File: src/rtl/mlaccel_spi_host.sv
// mlaccel_spi_host: mode-0 SPI initiator; streams bytes out MSB first and
// returns MISO bytes assembled LSB first, with CS setup/hold/gap timing.
module mlaccel_spi_host #(
  parameter int CLKDIV   = 4,
  parameter int CS_SETUP = 2,
  parameter int CS_HOLD  = 2,
  parameter int CS_GAP   = 4
) (
  input  logic       clock,
  input  logic       reset,
  output logic       spi_csb,
  output logic       spi_clk,
  output logic       spi_mosi,
  input  logic       spi_miso,
  input  logic       spi_rdy,
  input  logic       spi_err,
  input  logic       tx_valid,
  output logic       tx_ready,
  input  logic [7:0] tx_data,
  input  logic       tx_last,
  output logic       rx_valid,
  output logic [7:0] rx_data,
  output logic       busy,
  output logic       err_flag
);
  typedef enum logic [2:0] {IDLE, SETUP, WAITRDY, SHIFT, NEXT, HOLD, GAP} state_e;
  state_e state_q, state_d;
  logic [15:0] cnt_q, cnt_d;
  logic [2:0] bit_q, bit_d;
  logic [7:0] byte_q, byte_d, rx_shift_q, rx_shift_d, rx_data_q, rx_data_d;
  logic last_q, last_d, csb_q, csb_d, sclk_q, sclk_d, mosi_q, mosi_d;
  logic rx_valid_q, rx_valid_d, err_q, err_d;
  logic [1:0] rdy_sync_q, rdy_sync_d, err_sync_q, err_sync_d;
  logic hs;
  assign tx_ready = !reset && (state_q == IDLE || state_q == NEXT);
  assign hs       = tx_valid && tx_ready;
  assign busy     = state_q != IDLE;
  assign spi_csb  = csb_q;
  assign spi_clk  = sclk_q;
  assign spi_mosi = mosi_q;
  assign rx_valid = rx_valid_q;
  assign rx_data  = rx_data_q;
  assign err_flag = err_q;
  always_comb begin
    state_d    = state_q;
    cnt_d      = cnt_q + 16'd1;
    bit_d      = bit_q;
    byte_d     = byte_q;
    last_d     = last_q;
    csb_d      = csb_q;
    sclk_d     = sclk_q;
    mosi_d     = mosi_q;
    rx_shift_d = rx_shift_q;
    rx_data_d  = rx_data_q;
    rx_valid_d = 1'b0;
    rdy_sync_d = {rdy_sync_q[0], spi_rdy};
    err_sync_d = {err_sync_q[0], spi_err};
    err_d      = err_q | (err_sync_q[1] & ~csb_q);
    case (state_q)
      IDLE: begin
        cnt_d = '0;
        if (hs) begin
          byte_d  = tx_data;
          last_d  = tx_last;
          err_d   = 1'b0;
          csb_d   = 1'b0;
          state_d = SETUP;
        end
      end
      SETUP: if (cnt_q == 16'(CS_SETUP - 1)) begin
        cnt_d   = '0;
        state_d = WAITRDY;
      end
      WAITRDY: begin
        cnt_d  = '0;
        bit_d  = '0;
        sclk_d = 1'b0;
        if (rdy_sync_q[1]) begin
          mosi_d  = byte_q[7];
          state_d = SHIFT;
        end
      end
      SHIFT: if (cnt_q == 16'(CLKDIV - 1)) begin
        cnt_d  = '0;
        sclk_d = ~sclk_q;
        if (!sclk_q) rx_shift_d[bit_q] = spi_miso;
        else if (bit_q == 3'd7) begin
          rx_data_d  = rx_shift_q;
          rx_valid_d = 1'b1;
          state_d    = last_q ? HOLD : NEXT;
        end else begin
          bit_d  = bit_q + 3'd1;
          mosi_d = byte_q[3'd6 - bit_q];
        end
      end
      NEXT: begin
        cnt_d = '0;
        if (hs) begin
          byte_d  = tx_data;
          last_d  = tx_last;
          state_d = WAITRDY;
        end
      end
      HOLD: if (cnt_q == 16'(CS_HOLD - 1)) begin
        cnt_d   = '0;
        csb_d   = 1'b1;
        mosi_d  = 1'b0;
        state_d = GAP;
      end
      GAP: if (cnt_q == 16'(CS_GAP - 1)) begin
        cnt_d   = '0;
        state_d = IDLE;
      end
      default: state_d = IDLE;
    endcase
  end
  always_ff @(posedge clock) begin
    if (reset) begin
      state_q    <= IDLE;
      cnt_q      <= '0;
      bit_q      <= '0;
      byte_q     <= '0;
      last_q     <= 1'b0;
      csb_q      <= 1'b1;
      sclk_q     <= 1'b0;
      mosi_q     <= 1'b0;
      rx_shift_q <= '0;
      rx_data_q  <= '0;
      rx_valid_q <= 1'b0;
      err_q      <= 1'b0;
      rdy_sync_q <= '0;
      err_sync_q <= '0;
    end else begin
      state_q    <= state_d;
      cnt_q      <= cnt_d;
      bit_q      <= bit_d;
      byte_q     <= byte_d;
      last_q     <= last_d;
      csb_q      <= csb_d;
      sclk_q     <= sclk_d;
      mosi_q     <= mosi_d;
      rx_shift_q <= rx_shift_d;
      rx_data_q  <= rx_data_d;
      rx_valid_q <= rx_valid_d;
      err_q      <= err_d;
      rdy_sync_q <= rdy_sync_d;
      err_sync_q <= err_sync_d;
    end
  end
endmodule
File: config.mk
export PLATFORM = sky130hd
export DESIGN_NAME = mlaccel_spi_host
export DESIGN_NICKNAME = d
export VERILOG_FILES = /design/src/rtl/mlaccel_spi_host.sv
export SDC_FILE = /design/constraint.sdc
export NUM_CORES = 1
export LEC_CHECK = 0
export ABC_AREA = 1
export CORE_MARGIN = 3
export CORE_UTILIZATION = 50
export DETAILED_ROUTE_END_ITERATION = 6
export PLACE_DENSITY = 0.82
export SYNTH_ARGS = -nofsm -noshare
export SYNTH_HDL_FRONTEND = slang
export SYNTH_SLANG_ARGS = --single-unit
File: constraint.sdc
create_clock -name clock -period 4 [get_ports clock]
set_clock_uncertainty 0.2 [all_clocks]
set_input_delay 1 -clock clock [delete_from_list [all_inputs] [get_ports clock]]
set_output_delay 1 -clock clock [all_outputs]
set_load 0.05 [all_outputs]
==> metrics <==
Via density=4.89; ANT cells=0; hold crit path type=flip-flop to flip-flop; MaxCap Viol Count=0; # nets final=431; Critical Path RT=2.80 ns; worst hold stages=2; Clock Latency Late Sink=0.30 ns; R2R depth=10; number of flops mapped to enable cells by yosys=0; Die Span X=79.3 um; RSZ-0062 raised after global routing=no; peak supply drop=238 uV; layout cell share with drive strength beyond 1=6.80%; cts hold-fix bufs=0; wire length per cell=10.8 um; fin crit share=81.1%; number of remaining DRC errors=0; initial core utilization=52.3%; worst slew pin tran=0.523 ns; die area=6290 um^2; Power Density=474 nW/um^2; antenna violations before repair=0; Ports=30; fin util=60.6%; final worst path period need=3.25 ns; GRT Max-Usage Layer=met2; startpoint types=input port; Async S/R FF share, synth=0%; GR Util met2=33.2%; Worst-path clk slew=0.10 ns; met1 Resource Use GR=20.7%; DP HPWL=3830 um; WP data arrival=2.05 ns; Final setup viols=0; GRT Total Usage=18.3%; Hold Vio Cnt, Final=0; antenna viol nets, final=0; CTS buffer count=5; Resized cells post-CTS=0; Setup crit end kind=output port; Min Hold Slack=0.209 ns; CP Class=input port to output port; Synth Warn #=0; post-synthesis sequential area ratio=41.7%; Area Overhead vs Synth=15.9%; row count=26; Port Buffers=29; Leakage=1.33 nW; synthesized flop and latch total=56; Final GP Congestion=0.870; pin count of the biggest net entering global routing=20; Core ar.=5140 um^2; DR vias=2357; CTS Sinks=56; CTS tree=done; GR Util met3=3.97%; First-pass DRT Iterations=4; Post-Syn Area=2690 um^2; first-pass GRT wire length=9270 um; Worst slew margin=65.0%; Cells after Synth=385; Peak Freq=308 MHz; run status=finished clean; Clock Path Buffers=2; Avg Cell Area, Syn=6.98 um^2; dominant synthesized flop cell=dfxtp_1; Total Neg Setup Slack=0 ns; vias in the first global route=2195; post-synth net total=405; grt ovf=0; CTS H-tree depth=2; postcts setup bufs=0; Synth cell types=32; DRT Wirelength=5180 um; Initial DRC Count=132; CP max FO=2; Max Slew Vio Count=0; fillers=508; clk root buf=clkbuf_8; Die Ht=79.3 um
layout by cell type (no fill, tap or decap), types with 3 or more instances in the layout:
cell type / n
inv_2: 5
clkdlybuf4s50_1: 28
a21oi_1: 16
ha_1: 5
nor2_1: 74
xor2_1: 8
clkbuf_8: 6
nand2_1: 89
nand3b_1: 4
inv_1: 36
o21ai_0: 16
o211ai_1: 4
nand3_1: 34
nand2_2: 3
nor2_2: 4
xnor2_1: 5
dfxtp_1: 56
power breakdown:
| part | leakage (nW) | total, mW | switching, mW | internal (mW) |
|---|---|---|---|---|
| Clock | 0.0445 | 0.318 | 0.177 | 0.141 |
| Combinational | 0.836 | 0.505 | 0.332 | 0.173 |
| Sequential | 0.454 | 0.654 | 0.0515 | 0.602 |
Yosys cell counts, types with 5 or more instances:
cell | count | area share (%)
inv_2 | 5 | 0.70
dfxtp_1 | 56 | 42
inv_1 | 36 | 5.0
ha_1 | 5 | 2.3
nand2_1 | 89 | 12
xor2_1 | 8 | 2.6
a21oi_1 | 16 | 3.0
xnor2_1 | 5 | 1.6
nor2_1 | 74 | 10
nand3_1 | 34 | 6.3
o21ai_0 | 16 | 3.0
area by class of cell:
| type | count | area, um^2 | share of cell area [%] |
|---|---|---|---|
| inverter | 41 | 154 | 4.94 |
| clock inverter | 1 | 7.51 | 0.241 |
| timing repair buffer | 31 | 315 | 10.1 |
| sequential | 56 | 1120 | 36.0 |
| clock buffer | 7 | 86.3 | 2.77 |
| multi-input combinational | 276 | 1340 | 43.1 |
| tap | 70 | 87.6 | 2.81 |
sequential cells by signal, summed over array words and instances, names as in the netlist, 2 cells and up:
| register | cells |
|---|---|
| bit_q | 3 |
| cnt_q | 16 |
| state_q | 3 |
| rx_data | 8 |
| rx_shift_q | 8 |
| rdy_sync_q | 2 |
| err_sync_q | 2 |
| byte_q | 8 |
per-stage QoR:
stage | cell area (um^2) | setup slack, ns | instances | total power, mW
floorplan | 2690 | 0.552 | 385 | 1.04
global placement | 3020 | 0.747 | 474 | 1.15
detailed placement | 3020 | 0.748 | 474 | 1.17
CTS | 3120 | 0.747 | 482 | 1.49
global route | 3120 | 0.721 | 482 | 1.58
finish | 3120 | 0.755 | 482 | 1.48
kinds of logic (layout without fill, tap and decap cells):
family | Yosys count | in the layout | share of synthesized area, %
compound gates | 39 | 39 | 7.91
buf+inv | 53 | 80 | 8.29
simple gates | 219 | 219 | 35.5
fa+ha+maj | 5 | 5 | 2.33
flops | 56 | 56 | 41.7
xor+xnor | 13 | 13 | 4.24
critical path, stage by stage:
cell and delay, ns:
clkdlybuf4s50_1 0.46, nor3_1 0.38, buf_12 0.20
final timing paths:
path                                    to                      from  slack, ns
hold reg to reg   rdy_sync_q[1]$_SDFF_PP0_  rdy_sync_q[0]$_SDFF_PP0_       0.21
setup / recovery                  tx_ready                     reset       0.75
setup reg to reg      cnt_q[10]$_SDFF_PP0_       cnt_q[0]$_SDFF_PP0_       1.91
hold / removal    rdy_sync_q[1]$_SDFF_PP0_  rdy_sync_q[0]$_SDFF_PP0_       0.21
routing by layer:
metal	part of all wire (%)	wire, um	up-vias
met4	1.4	72	0
met5	0	0	-
met3	2.8	146	6
met2	50	2600	37
li1	-	-	1260
met1	46	2370	1054
Power figures use the tool's default switching activity.
